===== src/rtl/stage_arb_pkg.sv =====
`default_nettype none
// ============================================================================
// Module   : stage_arb_pkg
// Summary  : Shared width constants and helpers for the stage output arbiter.
// Revision : 1.0 - initial release
// ============================================================================
`ifndef DATA_WIDTH
`define DATA_WIDTH 32
`endif
`ifndef ARB_NREQ
`define ARB_NREQ 4
`endif
`ifndef ARB_CREDITS
`define ARB_CREDITS 2
`endif

package stage_arb_pkg;

    // A link word carries the data plus its phi-valid tag.
    localparam int c_WORD_W = `DATA_WIDTH + 1;

    function automatic int wrap_add(input int base, input int off, input int n);
        return (base + off) % n;
    endfunction

endpackage
`default_nettype wire


===== src/rtl/rr_pick.sv =====
`default_nettype none
// ============================================================================
// Module   : rr_pick
// Summary  : Combinational round-robin pick: first request after ptr, wrapping.
// Revision : 1.0 - initial release
// ============================================================================
module rr_pick
    import stage_arb_pkg::*;
#(
    parameter int NREQ = 4,
    parameter int IW   = 2
) (
    input  logic [NREQ-1:0] req,
    input  logic [IW-1:0]   ptr,
    output logic            gnt_vld,
    output logic [IW-1:0]   gnt_idx
);

    logic [NREQ-1:0] w_rot;
    int              w_off;

    always_comb begin
        w_rot = '0;
        for (int k = 0; k < NREQ; k++) begin
            w_rot[k] = req[wrap_add(int'(ptr), k + 1, NREQ)];
        end
        // Descending scan leaves the lowest rotated offset, i.e. the nearest requester.
        w_off = 0;
        for (int k = NREQ - 1; k >= 0; k--) begin
            if (w_rot[k]) begin
                w_off = k;
            end
        end
        gnt_vld = |req;
        gnt_idx = IW'(wrap_add(int'(ptr), w_off + 1, NREQ));
    end

endmodule
`default_nettype wire


===== src/rtl/stage_arb.sv =====
`default_nettype none
// ============================================================================
// Module   : stage_arb
// Summary  : Round-robin arbiter and credit controller for one shared output link.
// Revision : 1.0 - initial release
// ============================================================================
module stage_arb
    import stage_arb_pkg::*;
#(
    parameter int NREQ    = `ARB_NREQ,
    parameter int CREDITS = `ARB_CREDITS,
    parameter int CW      = 3,
    parameter int IW      = 2
) (
    input  logic                     clk,
    input  logic                     rst,
    input  logic [NREQ-1:0]          ready_in,
    input  logic [NREQ-1:0]          valid_in,
    input  logic [NREQ*c_WORD_W-1:0] data_in,
    output logic [NREQ-1:0]          credit_out,
    input  logic                     credit_in,
    output logic                     ready_out,
    output logic [c_WORD_W-1:0]      data_out,
    output logic                     valid_out,
    output logic [IW-1:0]            grant_id,
    output logic [CW-1:0]            credit_cnt,
    output logic                     err
);

    localparam logic [CW-1:0] c_FULL = CW'(CREDITS);

    logic                r_ready;
    logic [c_WORD_W-1:0] r_data;
    logic                r_valid;
    logic [IW-1:0]       r_gid;
    logic [IW-1:0]       r_ptr;
    logic [CW-1:0]       r_cnt;
    logic                r_err;

    logic                w_any;
    logic                w_gnt;
    logic [IW-1:0]       w_idx;

    rr_pick #(
        .NREQ (NREQ),
        .IW   (IW)
    ) u_pick (
        .req     (ready_in),
        .ptr     (r_ptr),
        .gnt_vld (w_any),
        .gnt_idx (w_idx)
    );

    assign w_gnt = w_any && (r_cnt != '0) && !rst;

    always_comb begin
        credit_out = '0;
        if (w_gnt) begin
            credit_out[w_idx] = 1'b1;
        end
    end

    always_ff @(posedge clk) begin
        if (rst) begin
            r_ready <= 1'b0;
            r_data  <= '0;
            r_valid <= 1'b0;
            r_gid   <= '0;
            r_ptr   <= IW'(NREQ - 1);
            r_cnt   <= c_FULL;
            r_err   <= 1'b0;
        end else begin
            r_ready <= w_gnt;
            if (w_gnt) begin
                r_data  <= data_in[w_idx*c_WORD_W +: c_WORD_W];
                r_valid <= valid_in[w_idx];
                r_gid   <= w_idx;
                r_ptr   <= w_idx;
            end
            // A returned credit with nothing outstanding is a downstream protocol error.
            case ({w_gnt, credit_in})
                2'b10: r_cnt <= r_cnt - 1'b1;
                2'b01: begin
                    if (r_cnt == c_FULL) begin
                        r_err <= 1'b1;
                    end else begin
                        r_cnt <= r_cnt + 1'b1;
                    end
                end
                default: r_cnt <= r_cnt;
            endcase
        end
    end

    assign ready_out  = r_ready;
    assign data_out   = r_data;
    assign valid_out  = r_valid;
    assign grant_id   = r_gid;
    assign credit_cnt = r_cnt;
    assign err        = r_err;

endmodule
`default_nettype wire


===== config.mk =====
export PLATFORM = sky130hd
export DESIGN_NAME = stage_arb
export DESIGN_NICKNAME = d
export VERILOG_FILES = /design/src/rtl/stage_arb_pkg.sv /design/src/rtl/rr_pick.sv /design/src/rtl/stage_arb.sv
export SDC_FILE = /design/constraint.sdc
export NUM_CORES = 1
export LEC_CHECK = 0
export CORE_UTILIZATION = 38
export CTS_CLUSTER_SIZE = 16
export DETAILED_ROUTE_END_ITERATION = 10
export GPL_TIMING_DRIVEN = 0
export HOLD_SLACK_MARGIN = 0.1
export PLACE_DENSITY = 0.87
export SYNTH_ARGS = -nofsm -noshare
export SYNTH_HDL_FRONTEND = slang
export SYNTH_HIERARCHICAL = 1
export SYNTH_SLANG_ARGS = --single-unit

===== constraint.sdc =====
create_clock -name clk -period 7.4 [get_ports clk]
set_clock_uncertainty 0.15 [all_clocks]
set_input_delay 1.48 -clock clk [delete_from_list [all_inputs] [get_ports clk]]
set_output_delay 1.48 -clock clk [all_outputs]
set_load 0.005 [all_outputs]

==> results of run 1 <==
-- cell families (layout without fill, tap and decap cells) --
kind of cell / after synthesis / count (layout)
multiplexers: 36 / 36
buffers and inverters: 32 / 226
AO/OA/AOI/OAI: 20 / 20
flip-flops: 43 / 43
AND/OR/NAND/NOR: 143 / 143
XOR/XNOR: 3 / 3
adder cells (fa/ha/maj): 2 / 2
-- critical path: stages --
cell	delay, ns
clkdlybuf4s50_1	0.61
inv_1	0.09
a311oi_1	0.27
a21oi_1	0.08
a211oi_2	0.21
ha_1	0.19
xor2_1	0.18
xnor2_1	0.15
buf_2	0.29
buf_2	0.30
nand2_1	0.13
nor2_1	0.14
clkdlybuf4s50_1	0.53
-- cells in the final DEF, fill, tap and decap left out, drive strengths merged, types with 2 or more instances in the layout --
cell type	netlist	layout
o21ai	3	3
clkdlybuf4s50	0	186
or2	2	2
xor2	2	2
dfxtp	43	43
inv	7	7
nor2	14	14
nor4	3	3
nand2	77	77
clkinv	1	2
o22ai	2	2
buf	19	19
nand3	34	34
mux4	34	34
nand2b	3	3
nor3	4	4
a21oi	7	7
clkbuf	5	11
-- metrics by stage --
step	std cells	setup WS [ns]	area, um^2
3_3_place_gp	561	1.18	4640
3_5_place_dp	561	1.13	4640
2_1_floorplan	279	2.59	2660
4_1_cts	569	1.12	4730
6_report	569	1.11	4730
5_1_grt	569	0.906	4730
-- cell type report --
class	instances	share of cell area
Clock inverter	2	0.00265
Inverter	8	0.00688
Clock buffer	6	0.0153
Multi-Input combinational cell	204	0.342
Sequential cell	43	0.182
Timing Repair Buffer	186	0.394
Tap cell	96	0.0254
Buffer	24	0.0318
-- power by group through the flow --
stage	clock network (mW)	registers, mW	logic (mW)
after floorplan	0	0.393	0.581
final	0.148	0.385	0.978
after global routing	0.162	0.396	1.07
after global placement	0	0.384	0.964
after CTS	0.150	0.384	0.990
after detailed placement	0	0.390	0.986
-- worst max-delay path by stage --
stage / slack [ns] / start / depth (start not counted) / end
finish: 1.11 / ready_in[2] / 13 / credit_out[2]
global route: 0.91 / ready_in[2] / 13 / credit_out[2]
CTS: 1.12 / ready_in[2] / 13 / credit_out[2]
detailed placement: 1.13 / ready_in[2] / 13 / credit_out[2]
global placement: 1.18 / ready_in[2] / 13 / credit_out[2]
floorplan: 2.59 / ready_in[2] / 12 / credit_out[2]
-- registers in the layout, summed over array words and instances (netlist names) --
register and count:
credit_cnt 3, data_out 33, err 1, grant_id 2, r_ptr 2, ready_out 1, valid_out 1
-- layer usage --
metal / vias to the layer above / part of all wire
met4: 0 / 0.024
li1: 1391 / -
met5: - / 0
met2: 133 / 0.53
met1: 1377 / 0.38
met3: 22 / 0.067
==> results.toml, run 1 <==
[outcome]
outcome = "completed"

[cts]
clk_latency_ns = 0.30
clk_pin_slew_worst_paths_ns = 0.08
cts_tree = "done"
cts.path.max_buffers = 2
cts-resized-gates = 0
post_cts_buffers = 0
cts-root-buf = "clkbuf_8"
numCtsBuffers = 5
cts_hold_buf = 0
h-tree-depth = 2
cts_num_sinks = 43

[die]
ios = 188
start_util = 0.392
num_rows = 30
core_area_um2 = 6790
die_w_um = 85.7
dieArea_um2 = 7340
die_y_um = 85.7

[synthesis]
syn-instance-count = 279
yosysSeqAreaShare = 0.323
ys.flop_type = "dfxtp_1"
yosysTopAreaCell = "dfxtp_1"
yosys.area.top_type_share = 0.323
yosys_warnings = 6
synth.distinct_cells = 45
avgSynthCellArea_um2 = 9.54
syn_nets = 424
synth-xor-area-share = 0.00987
synthTopCellsByArea = "dfxtp_1 32%, mux4_2 29%, nand2_1 11%, nand3_1 6.4%, buf_2 2.1%"
syn_area_um2 = 2660
synth_compound_area_frac = 0.0517
synth_top_family_by_area = "multiplexers"
async_flop_share = 0
synthTopCellsByCount = "77 x nand2_1, 43 x dfxtp_1, 34 x mux4_2, 34 x nand3_1, 13 x nor2_1"
synth.most_common_cell = "nand2_1"
synth_simple_gate_area_frac = 0.238
synth_edf_count = 0
synthAdderAreaFrac = 0.0122
synth_mux_area_frac = 0.296
synth_seq_cells = 43

[sta]
final_hold_viol_count = 0
slew_violations = 0
whs_ns = 0.307
relSlewSlack = 0.590
max_freq_mhz = 159
rsz0062_at_grt = "false"
finalSetupTns_ns = 0
finalCritPeriodShare = 0.850
min_period_ns = 6.29
worstMarginPinSlew_ns = 0.615
setup_violations = 0

[critical_path]
reg2reg_from = "r_ptr[0]"
reg2reg_to = "data_out[19]"
reg2reg_depth = 13
required_ns = 5.77
critPathKind = "input port to primary output"
cp-start-kind = "input port"
critPathMaxFanout = 10
arrival_ns = 4.66
rrSetupSlack_ns = 4.41
cp-end-kind = "primary output"

[placement]
gp_congestion = 0.833
place_hpwl_mm = 7.24
placement.io_buffers = 186

[global_routing]
antenna_found_initial = 0
grt_use_met3 = 0.0433
grt_max_degree = 14
grt_remaining_overflow = 0
grt_pass1_wl_mm = 13.8
grt_use_met2 = 0.449
grt_use_total = 0.241
grt_use_met1 = 0.274
top_usage_layer = "met2"
grt_pass1_vias = 2963

[drt]
routed_wl_mm = 8.82
wl_per_cell_um = 15.5
ant_nets = 0
remaining_drc_errors = 0
drt_pass1_iterations = 4
first_iter_violations = 72
via_count = 2923
avgViaCountPerCell = 5.14

[final_layout]
final_util = 0.696
multi_input_area_um2 = 1620
nFillCells = 516
area_delta_synth_final_pct = 77.7
insertedDiodeCount = 0
regArea_um2 = 861
final_layout_size_suffix_gt1_frac = 0.144
fin_nets = 617

[hold_path]
hp-start = "data_out[2]"
hp-class = "register to register"
hold_end = "data_out[2]"
whs_path_depth = 2

[pwr]
max-vdd-ir-drop_v = 0.000175
power.share.clock = 0.098
finalPower_mw = 1.51
p_leak_nw = 1.90
intPower_uw = 967
cellPowerDensity_nw_per_um2 = 320
seqPwrFrac = 0.255
comb_power_share = 0.647
switchingPower_uw = 544
switching_share = 0.360

[flow_run]
maxCapViolations = 0
No activity file was read; power rests on OpenSTA's default activity.
==> inputs of run 2 (changes only) <==
- CORE_UTILIZATION: 38 -> 35
- PLACE_DENSITY: 0.87 -> 0.81
- clock period: 7.4 -> 5.8 ns (I/O delays scaled with it)
==> results.toml, run 2 (synthesized netlist as in run 1, its figures left out) <==
[pwr]
finalPower_mw = 1.92
p_leak_nw = 1.89
switching_share = 0.359
cellPowerDensity_nw_per_um2 = 406
power.share.clock = 0.098
seqPwrFrac = 0.256
comb_power_share = 0.646
switchingPower_uw = 689
intPower_mw = 1.23
max-vdd-ir-drop_v = 0.000302

[sta]
rsz0062_at_grt = "false"
finalCritPeriodShare = 0.933
min_period_ns = 5.41
whs_ns = 0.304
final_hold_viol_count = 0
fin_ws_ns = 0.390
worstMarginPinSlew_ns = 0.618
slew_violations = 0
finalSetupTns_ns = 0
max_freq_mhz = 185
setup_violations = 0
relSlewSlack = 0.588

[placement]
gp_congestion = 0.822
preCtsSetupSlack_ns = 0.155
placement.io_buffers = 186
place_hpwl_mm = 7.39

[cts]
clk_latency_ns = 0.28
cts.path.max_buffers = 2
cts_tree = "done"
cts-root-buf = "clkbuf_8"
clk_pin_slew_worst_paths_ns = 0.08
post_cts_buffers = 0
numCtsBuffers = 5
h-tree-depth = 2
cts_num_sinks = 43

[drt]
wl_per_cell_um = 15.8
avgViaCountPerCell = 5.09
first_iter_violations = 77
via_count = 2905
ant_nets = 0
routed_wl_mm = 9.03
drt_pass1_iterations = 4
remaining_drc_errors = 0

[critical_path]
arrival_ns = 4.10
cp-end-kind = "primary output"
required_ns = 4.49
critPathMaxFanout = 19
reg2reg_from = "r_ptr[0]"
reg2reg_to = "data_out[23]"
critPathKind = "input port to primary output"
rrSetupSlack_ns = 2.72
reg2reg_depth = 13
cp-start-kind = "input port"
crit_start = "ready_in[2]"

[global_routing]
grt_max_degree = 14
grt_pass1_vias = 2788
antenna_found_initial = 0
grt_pass1_wl_mm = 12.9
grt_use_total = 0.215
grt_remaining_overflow = 0

[final_layout]
layout_commonest_cell = "clkdlybuf4s50_1"
layout_common_cells = "186 x clkdlybuf4s50_1, 77 x nand2_1, 43 x dfxtp_1"
final_util = 0.649
area_delta_synth_final_pct = 77.7
fin_nets = 616
insertedDiodeCount = 0
final_layout_size_suffix_gt1_frac = 0.142
largest_reg_flops = 33

[die]
die_w_um = 89.2
ios = 188
start_util = 0.365
dieArea_um2 = 7960
die_y_um = 89.2
num_rows = 31
core_area_um2 = 7290

[outcome]
outcome = "completed"

[hold_path]
hold_end = "data_out[7]"
hp-class = "register to register"
hp-start = "data_out[7]"
whs_path_depth = 2

[flow_run]
maxCapViolations = 0
==> run 2: cell type report <==
class	instances	area [um^2]
buffer	23	148
sequential	43	861
clock buffer	6	72.6
multi-input combinational	204	1620
tap	99	124
clock inverter	2	12.5
timing repair buffer	186	1860
fill	641	2560
inverter	8	32.5
==> run 2: critical path, cell delays in order <==
cell	delay [ns]
clkdlybuf4s50_1	0.60
inv_1	0.09
a311oi_1	0.28
a21oi_1	0.08
a211oi_2	0.20
ha_1	0.19
xor2_1	0.17
xnor2_1	0.16
clkbuf_4	0.36
nand2_1	0.16
nor2_1	0.14
clkdlybuf4s50_1	0.52
==> run 2: worst max-delay path by stage <==
stage	endpoint	cells past startpoint	slack [ns]
final	credit_out[2]	12	0.39
after global routing	credit_out[2]	12	0.18
after CTS	credit_out[2]	13	0.15
after detailed placement	credit_out[2]	13	0.16
after global placement	credit_out[2]	13	0.20
after floorplan	credit_out[2]	12	1.63
==> run 2: repair_timing <==
action / CTS / global route
hold buffers: 0 / 0
setup endpoints to repair: 0 / 1
resized for setup: 0 / 1
==> run 2: power groups by stage <==
stage                     clock, mW  sequential (mW)  combinational [mW]
after floorplan                   0            0.501               0.741
after global placement            0            0.491                1.23
after detailed placement          0            0.497                1.26
after CTS                     0.192            0.491                1.26
after global routing          0.209            0.506                1.35
final                         0.188            0.492                1.24
==> run 2: metal layers <==
metal	vias up	wire length, um	track usage
met5	-	0	0
met4	0	111	0.0577
met3	10	703	0.0480
met2	116	4810	0.404
met1	1393	3400	0.245
li1	1386	-	-
==> run 2: stage by stage <==
| stage | instances | instance area [um^2] |
|---|---|---|
| final | 571 | 4730 |
| after global routing | 571 | 4730 |
| after CTS | 572 | 4730 |
| after detailed placement | 564 | 4650 |
| after global placement | 564 | 4650 |
| after floorplan | 279 | 2660 |
==> inputs of run 3 (changes only) <==
- PLACE_DENSITY: 0.81 -> 0.93
==> results.toml, run 3 (synthesized netlist as in run 1, its figures left out) <==
[global_routing]
grt_max_degree = 14
grt_pass1_wl_mm = 13.6
antenna_found_initial = 0
grt_remaining_overflow = 0
grt_use_total = 0.227
grt_pass1_vias = 2954

[cts]
cts_num_sinks = 43
cts_hold_buf = 0
cts.path.max_buffers = 2
cts_tree = "done"
clk_latency_ns = 0.29
h-tree-depth = 2
cts-root-buf = "clkbuf_8"
clk_pin_slew_worst_paths_ns = 0.08
post_cts_buffers = 0
numCtsBuffers = 5

[placement]
place_hpwl_mm = 7.57
post_dp_cell_area_um2 = 4650
placement.io_buffers = 186
preCtsSetupSlack_ns = 0.166
gp_congestion = 0.817

[sta]
fin_ws_ns = 0.291
max_freq_mhz = 182
min_period_ns = 5.51
worstMarginPinSlew_ns = 0.613
slew_violations = 0
finalSetupTns_ns = 0
final_hold_viol_count = 0
setup_violations = 0
finalCritPeriodShare = 0.950
relSlewSlack = 0.591
rsz0062_at_grt = "false"

[drt]
routed_wl_mm = 9.03
via_count = 2893
remaining_drc_errors = 0
drt_pass1_iterations = 4
first_iter_violations = 79
wl_per_cell_um = 15.8
ant_nets = 0
avgViaCountPerCell = 5.06

[pwr]
p_leak_nw = 1.92
max-vdd-ir-drop_v = 0.000207
cellPowerDensity_nw_per_um2 = 415
finalPower_mw = 1.98

[critical_path]
required_ns = 4.49
cp-start-kind = "input port"
critPathMaxFanout = 10
cp-end-kind = "primary output"
arrival_ns = 4.20
critPathKind = "input port to primary output"

[final_layout]
area_delta_synth_final_pct = 79.2
insertedDiodeCount = 0
nFillCells = 636
regArea_um2 = 861
largest_reg_flops = 33
final_layout_size_suffix_gt1_frac = 0.146
design_area_um2 = 4770
multi_input_area_um2 = 1620
final_util = 0.654
fin_nets = 617
layout_common_cells = "186 x clkdlybuf4s50_1, 77 x nand2_1, 43 x dfxtp_1"
layout_commonest_cell = "clkdlybuf4s50_1"

[flow_run]
maxCapViolations = 0

[hold_path]
hp-class = "register to register"

[die]
die_w_um = 89.2
num_rows = 31
ios = 188
core_area_um2 = 7290
start_util = 0.365
die_y_um = 89.2
dieArea_um2 = 7960

[outcome]
outcome = "completed"
## run 3: worst paths after layout
path | startpoint | end | slack (ns) | cells past startpoint
max | ready_in[2] | credit_out[2] | 0.29 | 13
max reg2reg | r_ptr[0] | data_out[16] | 2.81 | 13
min reg2reg | data_out[22] | data_out[22] | 0.30 | 2
min | data_out[22] | data_out[22] | 0.30 | 2
## run 3: final cells by class
class | count | share of cell area
timing repair buffer | 186 | 0.390
multi-input combinational | 204 | 0.339
sequential | 43 | 0.180
buffer | 24 | 0.0325
tap | 99 | 0.0260
clock buffer | 6 | 0.0173
clock inverter | 2 | 0.00735
inverter | 8 | 0.00682
## run 3: layer usage
metal / track usage / share of wire / vias to the layer above
met5: 0 / 0 / -
met4: 0.0866 / 0.022 / 0
met3: 0.0462 / 0.078 / 16
met2: 0.434 / 0.54 / 124
met1: 0.243 / 0.35 / 1363
li1: - / - / 1390
## run 3: through the flow
| step | std cells | hold slack, ns |
|---|---|---|
| CTS | 572 | 0.307 |
| finish | 572 | 0.305 |
| floorplan | 279 | 0.282 |
| global placement | 564 | 0.291 |
| global route | 572 | 0.324 |
| detailed placement | 564 | 0.294 |
## run 3: critical path, cell delays in order
cell,delay (ns)
clkdlybuf4s50_1,0.60
inv_1,0.09
a311oi_1,0.26
a21oi_1,0.09
a211oi_2,0.21
ha_1,0.20
xor2_1,0.20
xnor2_1,0.17
clkbuf_4,0.26
clkbuf_4,0.24
nand2_1,0.11
nor2_1,0.09
clkdlybuf4s50_1,0.52
## run 3: repair_timing
item,4_1_cts,5_1_grt
endpoints found under the hold margin,0,0
gates resized for setup,0,2
endpoints found under the setup margin,0,2
## run 3: power breakdown
| part | leakage [nW] | internal [mW] | switching [mW] |
|---|---|---|---|
| Sequential | 0.358 | 0.419 | 0.0749 |
| Clock | 0.0612 | 0.139 | 0.103 |
| Combinational | 1.50 | 0.735 | 0.510 |
| Total | 1.92 | 1.29 | 0.689 |
